## src/rtl/alu_pkg.sv

```systemverilog
`default_nettype none
// +-----------------------------------------------------------------------+
// | Module   : alu_pkg                                                    |
// | Purpose  : Shared opcode constants, scheduler FSM state encoding and  |
// |            an opcode legality helper for alu_sched and alu4.          |
// | Ports    : none (package)                                             |
// | Revision : 1.0  initial release                                       |
// +-----------------------------------------------------------------------+
package alu_pkg;

   typedef enum logic [1:0] {
      ST_IDLE = 2'd0,
      ST_EXEC = 2'd1,
      ST_DONE = 2'd2
   } state_t;

   localparam logic [2:0] OP_AND = 3'b000;
   localparam logic [2:0] OP_OR  = 3'b001;
   localparam logic [2:0] OP_XOR = 3'b010;
   localparam logic [2:0] OP_NOT = 3'b011;
   localparam logic [2:0] OP_ADD = 3'b100;
   localparam logic [2:0] OP_SUB = 3'b101;

   // Opcodes above SUB (110, 111) are reserved and flagged as errors.
   function automatic logic op_is_legal(input logic [2:0] op);
      return (op <= OP_SUB);
   endfunction

endpackage
`default_nettype wire

```

## src/rtl/alu4.sv

```systemverilog
`default_nettype none
// +-----------------------------------------------------------------------+
// | Module   : alu4                                                       |
// | Purpose  : Purely combinational ALU (AND/OR/XOR/NOT/ADD/SUB).         |
// | Ports    : a, b   [WIDTH]  operands                                   |
// |            op     [3]      opcode (alu_pkg OP_*)                      |
// |            result [WIDTH]  ALU result (0 for illegal opcodes)         |
// |            cout            ADD carry-out / SUB borrow, else 0         |
// | Revision : 1.0  initial release                                       |
// +-----------------------------------------------------------------------+
module alu4
   import alu_pkg::*;
#(
   parameter int WIDTH = 4
) (
   input  logic [WIDTH-1:0] a,
   input  logic [WIDTH-1:0] b,
   input  logic [2:0]       op,
   output logic [WIDTH-1:0] result,
   output logic             cout
);

   // One extra bit captures the carry on ADD and the borrow on SUB
   // (the MSB of the zero-extended difference is set exactly when a < b).
   logic [WIDTH:0] sum;
   logic [WIDTH:0] diff;

   assign sum  = {1'b0, a} + {1'b0, b};
   assign diff = {1'b0, a} - {1'b0, b};

   always_comb begin
      result = '0;
      cout   = 1'b0;
      case (op)
         OP_AND:  result = a & b;
         OP_OR:   result = a | b;
         OP_XOR:  result = a ^ b;
         OP_NOT:  result = ~a;
         OP_ADD:  begin
            result = sum[WIDTH-1:0];
            cout   = sum[WIDTH];
         end
         OP_SUB:  begin
            result = diff[WIDTH-1:0];
            cout   = diff[WIDTH];
         end
         default: begin
            result = '0;
            cout   = 1'b0;
         end
      endcase
   end

endmodule
`default_nettype wire

```

## src/rtl/alu_sched.sv

```systemverilog
`default_nettype none
// +-----------------------------------------------------------------------+
// | Module   : alu_sched                                                  |
// | Purpose  : Two-requester round-robin front end for a shared ALU.      |
// |            IDLE -> EXEC -> DONE, one operation every three cycles.    |
// | Ports    : clk, rst                 clock, sync active-high reset     |
// |            req0/op0/a0/b0, ack0      requester 0 request / capture ack |
// |            req1/op1/a1/b1, ack1      requester 1 request / capture ack |
// |            result, result_id, cout, zero, err   registered outcome    |
// |            result_valid              one-cycle qualifier for outcome  |
// |            busy                      FSM not in IDLE                  |
// | Revision : 1.0  initial release                                       |
// +-----------------------------------------------------------------------+
module alu_sched
   import alu_pkg::*;
#(
   parameter int WIDTH = 4
) (
   input  logic             clk,
   input  logic             rst,
   input  logic             req0,
   input  logic [2:0]       op0,
   input  logic [WIDTH-1:0] a0,
   input  logic [WIDTH-1:0] b0,
   output logic             ack0,
   input  logic             req1,
   input  logic [2:0]       op1,
   input  logic [WIDTH-1:0] a1,
   input  logic [WIDTH-1:0] b1,
   output logic             ack1,
   output logic [WIDTH-1:0] result,
   output logic             result_valid,
   output logic             result_id,
   output logic             cout,
   output logic             zero,
   output logic             err,
   output logic             busy
);

   state_t           state;
   state_t           state_nxt;
   logic             grant;       // a request is accepted at this edge
   logic             grant_id;    // which requester wins if granted
   logic             last_grant;  // requester granted most recently
   logic             owner;       // requester owning the captured operation
   logic [2:0]       op_q;
   logic [WIDTH-1:0] a_q;
   logic [WIDTH-1:0] b_q;
   logic [WIDTH-1:0] alu_result;
   logic             alu_cout;

   // On a tie the requester that did not win last time goes next.
   assign grant_id = (req0 && req1) ? ~last_grant : req1;
   assign busy     = (state != ST_IDLE);

   always_ff @(posedge clk) begin
      if (rst) state <= ST_IDLE;
      else     state <= state_nxt;
   end

   always_comb begin
      state_nxt = state;
      grant     = 1'b0;
      case (state)
         ST_IDLE: begin
            if (req0 || req1) begin
               grant     = 1'b1;
               state_nxt = ST_EXEC;
            end
         end
         ST_EXEC: state_nxt = ST_DONE;
         ST_DONE: state_nxt = ST_IDLE;
         default: state_nxt = ST_IDLE;
      endcase
   end

   alu4 #(
      .WIDTH (WIDTH)
   ) u_alu (
      .a      (a_q),
      .b      (b_q),
      .op     (op_q),
      .result (alu_result),
      .cout   (alu_cout)
   );

   always_ff @(posedge clk) begin
      if (rst) begin
         ack0         <= 1'b0;
         ack1         <= 1'b0;
         last_grant   <= 1'b1;
         owner        <= 1'b0;
         op_q         <= '0;
         a_q          <= '0;
         b_q          <= '0;
         result_valid <= 1'b0;
         result       <= '0;
         result_id    <= 1'b0;
         cout         <= 1'b0;
         zero         <= 1'b1;
         err          <= 1'b0;
      end else begin
         ack0         <= grant && !grant_id;
         ack1         <= grant &&  grant_id;
         result_valid <= (state == ST_EXEC);
         if (grant) begin
            last_grant <= grant_id;
            owner      <= grant_id;
            op_q       <= grant_id ? op1 : op0;
            a_q        <= grant_id ? a1  : a0;
            b_q        <= grant_id ? b1  : b0;
         end
         // Outcome registers only move when a new result is published,
         // so they hold steady between result_valid pulses.
         if (state == ST_EXEC) begin
            result    <= alu_result;
            cout      <= alu_cout;
            zero      <= (alu_result == '0);
            err       <= ~op_is_legal(op_q);
            result_id <= owner;
         end
      end
   end

endmodule
`default_nettype wire

```

## config.mk

```make
export PLATFORM = sky130hd
export DESIGN_NAME = alu_sched
export DESIGN_NICKNAME = d
export VERILOG_FILES = /design/src/rtl/alu_pkg.sv /design/src/rtl/alu4.sv /design/src/rtl/alu_sched.sv
export SDC_FILE = /design/constraint.sdc
export NUM_CORES = 1
export LEC_CHECK = 0
export CAP_MARGIN = 25
export CORE_ASPECT_RATIO = 1.2
export CORE_MARGIN = 10
export CORE_UTILIZATION = 30
export DETAILED_ROUTE_END_ITERATION = 10
export PLACE_DENSITY = 0.49
export SYNTH_ARGS = -nofsm -noshare
export SYNTH_HDL_FRONTEND = slang
export SYNTH_HIERARCHICAL = 1
export SYNTH_SLANG_ARGS = --single-unit
```

## constraint.sdc

```tcl
create_clock -name clk -period 6.06 [get_ports clk]
set_input_delay 0.606 -clock clk [delete_from_list [all_inputs] [get_ports clk]]
set_output_delay 0.606 -clock clk [all_outputs]
set_load 0.01 [all_outputs]
```

Word-level counts from Yosys, hierarchy flattened
Cells that the tools add are included.
- equality and inequality tests: 7
- reduce and logical (&&, ||, !) cells: 9
- div/mod/pow operators: 0
- bitwise operators: 6
- shift operators: 0
- add/subtract/negate cells: 2
- muxes and demuxes: 10
- multiply operators: 0
- magnitude comparators: 1
- operator list (cell ; count):
    $pmux 4 s6 ; 1
    $mux 4 ; 2
    $eq 3x2->1 const B ; 2
    $eq 3x3->1 const B ; 2
    $add 4x4->5 ; 1
    $sub 4x4->5 ; 1
    $and 4x4->4 ; 1
    $logic_not 4->1 ; 1
    $not 4->4 ; 1
    $or 4x4->4 ; 1
    $pmux 2 s2 ; 1
    $xor 4x4->4 ; 1
    $eq 3x1->1 const B ; 1
    $le 3x3->1 const B ; 1
    $logic_and 1x1->1 ; 3
    $logic_not 3->1 ; 1
    $mux 1 ; 3
    $mux 3 ; 1
    $eq 2x1->1 const B ; 1
    $logic_not 2->1 ; 1
    $mux 2 ; 1
    $ne 2x2->1 const B ; 1
    $not 1->1 ; 2
    $pmux 1 s2 ; 1
    3 further kinds ; 3
- output and inout port bits: 12
- latch bits: 0
- RAM bits: 0
- flip-flop bits (word level): 26
- ROM bits: 0
- memories kept: 0

Logic depth before layout (Yosys ltp)
Gate-level depths: netlist of run 1.
- depth after elaboration: 4
- mapped depth: 10

By module
The synthesis of run 1 kept the hierarchy.
- modules (own cells, without submodules) (module ; sequential area each (sq um) ; area an instance (sq um) ; times used ; cells each):
    alu_sched ; 520.5 ; 1039.7 ; 1 ; 125
    alu4 ; 0.0 ; 546.8 ; 1 ; 70

Worst setup path after synthesis of run 1
OpenSTA, ideal clock, no wires.
- kind: register to register
- start: register a_q[0]
- end: register zero
- setup slack: 4016 ps
- period minus slack after synthesis: 2044 ps
- cell stages (with the launch flop): 10
- data arrival time: 1986 ps
- path buffers: 0
- cell sequence: dfxtp_1 > inv_1 > ha_1 > inv_1 > fa_1 > a21oi_1 > o221ai_1 > or4_1 > nor2_1 > a211o_1
- cells in the longest elaborated chain, start to end: 3
- ends and longest elaborated chain (item ; line ; source):
    start: declaration ; alu_sched.sv:47 ; logic [WIDTH-1:0] a_q;
    start signal: assignment ; alu_sched.sv:110 ; a_q <= grant_id ? a1 : a0;
    $sub 4x4->5 or $add 4x4->5 (tied branches) ; alu4.sv:29, alu4.sv:28 ;
    $pmux 4 s6 (*) ; alu4.sv:34 ; case (op)
    named net alu_result[1] ; alu_sched.sv:49 ; logic [WIDTH-1:0] alu_result;
    $logic_not 4->1 (*) ; alu_sched.sv:118 ; zero <= (alu_result == '0);
    end signal: assignment ; alu_sched.sv:118 ;
    end: declaration ; alu_sched.sv:35 ; output logic zero,
The timed path passes the listed nets; every way through them passes the cells marked *.
A chain may end at the register's enable or synchronous reset.

Worst setup path after layout of run 1
- start: register a_q[1]
- end: register zero
Same word-level chain as after synthesis.

==> reports/results.md, run 1 <==
STA
- 924 ps — Worst-Margin Slew
- 0 ps — aggregate negative setup slack
- 0 — final setup violation count
- 0 — Max Slew Vio Count
- 2350 ps — post-route minimum period
- 425 MHz — Highest Clock Rate
- no — unrepaired setup endpoints after global routing
- 460 ps — Fin Hold WS
- 38.8% — final worst-path cycle share
- 4.61 ps — Clock Skew
- 0 — total count of hold-check failures in the final report
- 38.2% — remaining max-slew budget at the tightest pin

Power and ir drop
- 243 nW/um^2 — power density relative to cell area
- 29.8% — switching portion of total power
- 0.754 nW — static leakage power
- 0.146 mW — switching power
- 0.121 mV — IR Drop Worst-Case VDD
- 29.2% — clock group share of total power
- 42.2% — sequential cell fraction of total power
- 0.345 mW — P_int
- 28.5% — combinational share of power

Die
- 86.4 microns — horizontal die dimension
- 38 — top-level port count
- 31.4% — initial core utilization
- 5040 sq um — core region area
- 28 — cell row count
- 8610 sq um — total die area
- 99.7 microns — Die H

Worst setup path
- flop — Setup crit end kind
- flop — Critical Path Source Type
- 2520 ps — worst endpoint data arrival time
- 6230 ps — critical path required time
- flop to flop — class of the most critical setup path
- 6 — critical path fanouts, max

Clock network
- 0 — PostCTS Resize Cnt
- 1 — CTS H-tree depth
- 0 — Post CTS Setup Buffer Count
- 90 ps — clk slew on worst S/H paths
- 26 — clock net sink count
- 3 — number of CTS-inserted buffers
- 0 — Hold Buf Count CTS
- clkbuf_8 — root buffer selected by CTS
- built — TritonCTS clock tree
- 270 ps — clock insertion delay at the later pin of the skew report
- 2 — worst-case clock buffer depth

GRT
- 27 — maximum number of pins on one net before global-route repair
- 7080 microns — global-route wire length before repair
- 9.92% — GRT Util Overall
- 1468 — via count of the first global-routing pass
- 0 — initial antenna violation count
- 0 — sum of overflow across all layers after global routing

Logic synthesis
- 1590 sq um — cell area after synthesis
- 26 — post-synthesis register bit count
- dfxtp_1 — main flop type after synthesis
- 32.8% — sequential fraction of the synthesis area
- 32.8% — share of the synthesized area in the top cell type
- 0 — number of synthesized flops with an enable pin
- 41 — number of distinct library cell variants in the gate-level netlist after synthesis
- 6 — total number of yosys warnings
- 235 — Synthesized Nets
- dfxtp_1 — cell taking the most area after synthesis
- 195 — Mapped Cells
- 8.14 sq um — Avg Inst Size Synth
- dfxtp_1 (33%), nand2_1 (10%), ha_1 (9.5%) — leading post-synthesis cells by cell area
- 0% — asr flop ratio synth

Final layout
- 0 — Inserted Diodes
- 4.93% — fraction of layout instances using a drive strength above 1
- 520 sq um — Sequential cell area
- 528 — fill cell count
- 27.1% — area added between synthesis and finish
- 931 sq um — combined area of the multi-input logic cells
- 264 — net count reported at finish

Place
- 3200 microns — dpl hpwl
- 37 — number of I/O port buffers
- 0.742 — gpl congestion

Outcome
- complete, no violations — result of the run

Run
- 0 — MaxCap Viol Count

Route
- 4 — first drt pass iteration count
- 1405 — number of vias in the routed layout
- 0 — Residual DRC
- 4.96 — vias per cell
- 14.6 microns — average wire per cell in the routed design
- 0 — post-route antenna net violation count
- 60 — Iter 0 DRT Violations
- 4140 microns — total wire length after detailed routing

Hold path
- flop to flop — class of the worst hold path

## worst paths after layout
path	startpoint	end	slack (ps)	cells past startpoint
worst max-delay path	a_q[1]	zero	3710	9
worst max register to register	a_q[1]	zero	3710	9
worst min register to register	err	err	460	2
worst min-delay path	err	err	460	2
## cell type report
class | instances | share of cell area [%]
Timing Repair Buffer | 37 | 18.4
Clock buffer | 3 | 2.05
Sequential cell | 26 | 25.8
Clock inverter | 1 | 1.49
Inverter | 13 | 2.42
Multi-Input combinational cell | 143 | 46.2
Tap cell | 60 | 3.72
## critical path, cell delays in order, from the launching register on
cell	delay [ps]
dfxtp_1	470
inv_1	120
ha_1	350
a21oi_1	220
o211ai_2	110
o21a_1	190
o31ai_1	330
or4_1	170
nor2_1	40
a211o_1	270
## cells in the final DEF (no fill, tap or decap), drive strengths merged, types with 2 or more instances in the layout
cell type / instances
nand2b: 4
nand2: 43
a21o: 2
nor3: 2
fa: 2
dfxtp: 26
o21ai: 6
a211o: 2
inv: 13
clkdlybuf4s50: 37
a311oi: 11
o22a: 2
nor2: 11
o211ai: 2
a21oi: 23
nor2b: 4
ha: 12
clkbuf: 3
## synthesized netlist by cell type (3+ instances only)
cell type and number:
nand2_1 43, dfxtp_1 26, a21oi_1 23, inv_1 13, ha_1 12, a311oi_1 11, nor2_1 10, o21ai_0 6
clkbuf_1 4, nand2b_1 4, nor2b_1 4, buf_2 3
## state kept, by name, indices dropped and copies added, names as in the netlist
name          cells
a_q               4
ack0              1
ack1              1
b_q               4
cout              1
err               1
last_grant        1
op_q              3
owner             1
result            4
result_id         1
result_valid      1
state             2
zero              1
## power by group through the flow
stage	registers, mW	clock network, mW	logic, mW
after floorplan	0.204	0	0.103
after global placement	0.212	0	0.143
after detailed placement	0.212	0	0.143
after CTS	0.208	0.147	0.143
after global routing	0.211	0.155	0.162
final	0.207	0.144	0.140
## logic make-up after synthesis
kind of cell / after synthesis / share of synthesized area [%]
flops: 26 / 32.8
buf+inv: 26 / 8.52
fa+ha+maj: 14 / 12.0
xor+xnor: 1 / 0.552
mux: 2 / 2.05
compound gates: 56 / 24.0
simple gates: 70 / 20.1
## per-stage QoR
stage	setup slack [ps]	cell area (sq um)	power, mW	utilization (%)	std cells
final	3710	2020	0.491	40.0	283
after global routing	3440	2020	0.527	40.0	283
after CTS	3650	2020	0.498	40.0	283
after detailed placement	3670	1950	0.355	38.6	279
after global placement	3650	1950	0.355	38.6	279
after floorplan	4020	1590	0.307	-	195
## per-layer routing
layer | up-vias | global-route usage (%) | share of wire (%)
li1 | 727 | - | -
met1 | 646 | 11.9 | 44
met2 | 28 | 16.2 | 49
met3 | 4 | 2.86 | 5.3
met4 | 0 | 3.62 | 1.2
met5 | - | 0 | 0
Power figures use the tool's default switching activity.
==> run 2: changes to the inputs <==
==> constraint.sdc (replaced) <==
create_clock -name clk -period 2.2 [get_ports clk]
set_input_delay 0.22 -clock clk [delete_from_list [all_inputs] [get_ports clk]]
set_output_delay 0.22 -clock clk [all_outputs]
set_load 0.01 [all_outputs]
==> run 2 against run 1 <==
Net effect: routed wire length down 1.1%; final area up 8.5%; hold slack worse by 3.1 ps; via count up 0.85%; critical path type unchanged; largest power group unchanged; sequential power rose to 2.7 times the previous value; utilization up 3.4 points.
==> reports/results.md, run 2 (synthesized netlist as in run 1, its figures left out) <==
Outcome
- complete, no violations — result of the run

Place
- 3220 microns — dpl hpwl
- 0.761 — gpl congestion
- 2040 sq um — DP Area
- 37 — number of I/O port buffers
- 27.2 ps — dpl ws

GRT
- 7000 microns — global-route wire length before repair
- 9.86% — GRT Util Overall
- 27 — maximum number of pins on one net before global-route repair
- 1459 — via count of the first global-routing pass
- 0 — sum of overflow across all layers after global routing
- 0 — initial antenna violation count

STA
- 98.1% — final worst-path cycle share
- 4.99 ps — Clock Skew
- 41.3 ps — final critical-path setup slack
- 62.5% — remaining max-slew budget at the tightest pin
- yes — unrepaired setup endpoints after global routing
- 0 — total count of hold-check failures in the final report
- 457 ps — Fin Hold WS
- 0 — Max Slew Vio Count
- 560 ps — Worst-Margin Slew
- 0 ps — aggregate negative setup slack
- 0 — final setup violation count
- 463 MHz — Highest Clock Rate
- 2160 ps — post-route minimum period

Final layout
- 967 sq um — combined area of the multi-input logic cells
- nand2_1 — most frequent standard cell in the layout excluding fill and tap cells
- a_q (4), b_q (4), result (4) — largest registers ranked by flip-flop count
- 2190 sq um — final std cell area, no fill
- nand2_1 (43), clkdlybuf4s50_1 (37), dfxtp_1 (24) — highest-count cells in the layout ignoring fill and taps
- 540 — fill cell count
- 43.4% — final core utilization
- 279 — net count reported at finish
- 0 — Inserted Diodes
- 37.9% — area added between synthesis and finish
- 528 sq um — Sequential cell area
- 14.7% — fraction of layout instances using a drive strength above 1

Worst setup path
- flop — Setup crit end kind
- or4_1 — Crit-path slowest cell
- 3 — critical path fanouts, max
- inv_4 > ha_4 > inv_2 > fa_2 > mux2i_1 > xnor2_1 > o22ai_1 > or4_1 > nor2_1 > a211o_1 — cells along the critical path
- 2380 ps — worst endpoint data arrival time
- 510 ps — crit-path max cell delay
- flop to flop — class of the most critical setup path
- 40 ps — register-to-register path setup slack
- flop — Critical Path Source Type
- 2420 ps — critical path required time

Hold path
- flop to flop — class of the worst hold path

Die
- 31.4% — initial core utilization
- 5040 sq um — core region area
- 38 — top-level port count
- 8610 sq um — total die area
- 86.4 microns — horizontal die dimension
- 28 — cell row count
- 99.7 microns — Die H

Route
- 4090 microns — total wire length after detailed routing
- 4.76 — vias per cell
- 4 — first drt pass iteration count
- 0 — post-route antenna net violation count
- 0 — Residual DRC
- 13.7 microns — average wire per cell in the routed design
- 1417 — number of vias in the routed layout
- 81 — Iter 0 DRT Violations

Clock network
- 270 ps — clock insertion delay at the later pin of the skew report
- 3 — number of CTS-inserted buffers
- 0 — Hold Buf Count CTS
- 26 — clock net sink count
- clkbuf_8 — root buffer selected by CTS
- 90 ps — clk slew on worst S/H paths
- 1 — CTS H-tree depth
- built — TritonCTS clock tree
- 2 — worst-case clock buffer depth

Power and ir drop
- 0.834 nW — static leakage power
- 0.252 mV — IR Drop Worst-Case VDD
- 654 nW/um^2 — power density relative to cell area

Run
- 0 — MaxCap Viol Count

==> run 2: stage by stage <==
stage	cells	power, mW
2_1_floorplan	195	0.844
3_3_place_gp	290	1.02
3_5_place_dp	290	1.02
4_1_cts	294	1.42
5_1_grt	298	1.53
6_report	298	1.43
==> run 2: layout make-up <==
| class | count | share of cell area (%) |
|---|---|---|
| timing repair buffer | 52 | 22.6 |
| multi-input combinational | 143 | 44.2 |
| clock inverter | 1 | 1.37 |
| inverter | 13 | 2.34 |
| sequential | 26 | 24.1 |
| tap | 60 | 3.43 |
| clock buffer | 3 | 1.89 |
==> run 2: worst max-delay path, delay by kind of cell, from the launching register on <==
kind            cells  cell delay [ps]
compound gates      2              200
xor+xnor            1              130
fa+ha+maj           2              510
buf+inv             2              100
flops               1              370
mux                 1              170
simple gates        2              620
==> run 2: repair_timing <==
item	in CTS	in global routing
endpoints found under the setup margin	0	1
resized for setup	0	14
setup buffers	0	4
==> run 2: final timing paths <==
path / start / to / depth (start not counted)
worst min register to register: owner / result_id / 2
worst max-delay path: a_q[0] / zero / 10
worst min-delay path: owner / result_id / 2
worst max register to register: a_q[0] / zero / 10
==> run 2: metal layers <==
layer  track usage [%]  wire length (microns)  vias to the layer above  part of all wire, %
met4              3.37                     46                        0                  1.1
met1              12.2                   1890                      627                   46
met2              15.9                   1960                       26                   48
met3              2.69                    193                        4                  4.7
met5                 0                      0                        -                    0
li1                  -                      -                      760                    -
==> run 2: report_power, final <==
group	internal, mW	total (mW)	switching [mW]
Combinational	0.250	0.481	0.230
Clock	0.243	0.395	0.151
Sequential	0.514	0.556	0.0416
Total	1.01	1.43	0.423
==> run 3: changes to the inputs <==
--- a/config.mk
+++ b/config.mk
@@ -10,8 +10,7 @@
 export CORE_MARGIN = 10
 export CORE_UTILIZATION = 30
 export DETAILED_ROUTE_END_ITERATION = 10
-export PLACE_DENSITY = 0.49
+export PLACE_DENSITY = 0.5
 export SYNTH_ARGS = -nofsm -noshare
 export SYNTH_HDL_FRONTEND = slang
-export SYNTH_HIERARCHICAL = 1
 export SYNTH_SLANG_ARGS = --single-unit
==> run 3 against run 2 <==
Net effect: die area decreased by 6.7%; critical endpoint unchanged; total power is 7.0% lower; largest cell class unchanged; critical path type unchanged; synthesized area decreased by 8.5%.
==> reports/results.md, run 3 <==
Logic synthesis
- dfxtp_1 — cell taking the most area after synthesis
- dfxtp_1 — main flop type after synthesis
- 39 — number of distinct library cell variants in the gate-level netlist after synthesis
- 26 — post-synthesis register bit count
- 8.69 sq um — Avg Inst Size Synth
- dfxtp_1 (26), nand2_1 (19), nor2_1 (15) — most frequent cells after synthesis
- 167 — Mapped Cells
- dfxtp_1 — most used standard cell by instance count after synthesis
- 0 — number of synthesized flops with an enable pin
- 0% — asr flop ratio synth
- 35.9% — share of the synthesized area in the top cell type
- 35.9% — sequential fraction of the synthesis area
- 0 — total number of yosys warnings
- 1450 sq um — cell area after synthesis
- 207 — Synthesized Nets
- dfxtp_1 (36%), ha_1 (10%), nand2_1 (4.9%) — leading post-synthesis cells by cell area

GRT
- 1383 — via count of the first global-routing pass
- 6530 microns — global-route wire length before repair
- 19 — maximum number of pins on one net before global-route repair
- 9.68% — GRT Util Overall
- 0 — sum of overflow across all layers after global routing
- 0 — initial antenna violation count

Final layout
- 2010 sq um — final std cell area, no fill
- 266 — Finished Layout Cells
- a_q (4), b_q (4), result (4) — largest registers ranked by flip-flop count
- 38.5% — area added between synthesis and finish
- 10.6% — fraction of layout instances using a drive strength above 1
- clkdlybuf4s50_1 — most frequent standard cell in the layout excluding fill and tap cells
- 43.4% — final core utilization
- 0 — Inserted Diodes
- 249 — net count reported at finish
- clkdlybuf4s50_1 (37), dfxtp_1 (26), nand2_1 (19) — highest-count cells in the layout ignoring fill and taps

Die
- 31.4% — initial core utilization
- 27 — cell row count
- 83.5 microns — horizontal die dimension
- 4630 sq um — core region area
- 96.2 microns — Die H
- 38 — top-level port count
- 8030 sq um — total die area

Place
- 0.924 — gpl congestion
- 3070 microns — dpl hpwl
- 1920 sq um — DP Area
- 37 — number of I/O port buffers
- 2.69 ps — dpl ws
- 261 — Post-Place Cells

Hold path
- 2 — worst hold path depth
- result_id — source of the worst hold timing path
- result_id — end point of the most critical hold path
- flop to flop — class of the worst hold path

Power and ir drop
- 662 nW/um^2 — power density relative to cell area
- 30.1% — clock group share of total power
- 28.2% — switching portion of total power
- 0.375 mW — switching power
- 28.3% — combinational share of power
- 1.33 mW — Pwr Total
- 0.327 mV — IR Drop Worst-Case VDD
- 0.956 mW — P_int
- 41.6% — sequential cell fraction of total power
- 0.822 nW — static leakage power

Outcome
- complete, no violations — result of the run

Clock network
- clkbuf_8 — root buffer selected by CTS
- 270 ps — clock insertion delay at the later pin of the skew report
- 2 — worst-case clock buffer depth
- 90 ps — clk slew on worst S/H paths
- built — TritonCTS clock tree
- 26 — clock net sink count
- 1 — CTS H-tree depth
- 3 — number of CTS-inserted buffers

Route
- 0 — Residual DRC
- 0 — post-route antenna net violation count
- 4 — first drt pass iteration count
- 3910 microns — total wire length after detailed routing
- 4.88 — vias per cell
- 14.7 microns — average wire per cell in the routed design
- 51 — Iter 0 DRT Violations
- 1299 — number of vias in the routed layout

STA
- 711 ps — Worst-Margin Slew
- 0 ps — aggregate negative setup slack
- 0 — Max Slew Vio Count
- 460 ps — Fin Hold WS
- 0 — final setup violation count
- 2140 ps — post-route minimum period
- 2.96 ps — Clock Skew
- 0 — total count of hold-check failures in the final report
- 468 MHz — Highest Clock Rate
- 52.5% — remaining max-slew budget at the tightest pin
- 62.4 ps — final critical-path setup slack
- 97.2% — final worst-path cycle share

Worst setup path
- fa_1 — Crit-path slowest cell
- flop to flop — class of the most critical setup path
- b_q[0] — Worst R2R Start
- flop — Setup crit end kind
- buf_4 > ha_1 > inv_1 > fa_1 > mux2_2 > a211oi_1 > and4_1 > a221o_1 — cells along the critical path
- 410 ps — crit-path max cell delay
- 2360 ps — worst endpoint data arrival time
- 2420 ps — critical path required time
- 8 — depth of the most critical reg-to-reg path
- 60 ps — register-to-register path setup slack
- zero — destination of the worst register-to-register timing path
- flop — Critical Path Source Type
- 3 — critical path fanouts, max

Run
- 0 — MaxCap Viol Count

## run 3: cell count changes after synthesis, sizes merged, moves of 3 or more
cell,change
buf,-3
a222oi,+4
nand2,-24
a311oi,-10
a21oi,-16
nor2b,+5
a22oi,+7
o21ai,-4
nor2,+4
a211oi,+7
## run 3: worst max path at each step
stage / from / endpoint / slack, ps / cells after the start
after detailed placement: a_q[0] / zero / 3 / 7
after global placement: a_q[0] / zero / 20 / 7
final: b_q[0] / zero / 60 / 8
after CTS: a_q[0] / zero / 50 / 7
after floorplan: a_q[0] / zero / 80 / 7
after global routing: b_q[0] / zero / -30 / 9
## run 3: area by class of cell
| class | instances | area [sq um] |
|---|---|---|
| Inverter | 11 | 41.3 |
| Multi-Input combinational cell | 119 | 852 |
| Fill cell | 452 | 2620 |
| Sequential cell | 26 | 520 |
| Tap cell | 58 | 72.6 |
| Clock buffer | 3 | 41.3 |
| Timing Repair Buffer | 48 | 453 |
| Clock inverter | 1 | 30.0 |
## run 3: logic make-up after synthesis
family / synth area share, %
multiplexers: 2.24
adder cells (fa/ha/maj): 13.1
AO/OA/AOI/OAI: 20.9
flip-flops: 35.9
AND/OR/NAND/NOR: 19.8
buffers and inverters: 6.21
XOR/XNOR: 1.81
## run 3: metal layers
metal  track usage [%]  share of wire [%]  vias to the layer above
met4              1.68               0.61                        0
met5                 0                  0                        -
li1                  -                  -                      663
met1              11.5                 45                      595
met2              17.1                 48                       37
met3              2.87                6.4                        4
## run 3: what timing repair did
item | CTS | global route
pin swaps | 0 | 1
hold endpoints to repair | 0 | 0
endpoints found under the setup margin | 1 | 1
setup buffers | 0 | 1
hold buffers | 0 | 0
resized for setup | 1 | 2
## run 3: power groups by stage
stage / Clock, mW / Sequential [mW] / Combinational, mW
2_1_floorplan: 0 / 0.554 / 0.225
3_3_place_gp: 0 / 0.563 / 0.360
3_5_place_dp: 0 / 0.565 / 0.366
4_1_cts: 0.411 / 0.554 / 0.370
5_1_grt: 0.424 / 0.562 / 0.420
6_report: 0.401 / 0.554 / 0.377
## run 3: worst max-delay path: cells and delay by family, from the launching register on
family / cells / cell delay (ps)
simple gates: 1 / 230
fa+ha+maj: 2 / 600
buf+inv: 2 / 210
flops: 1 / 330
compound gates: 2 / 450
mux: 1 / 280
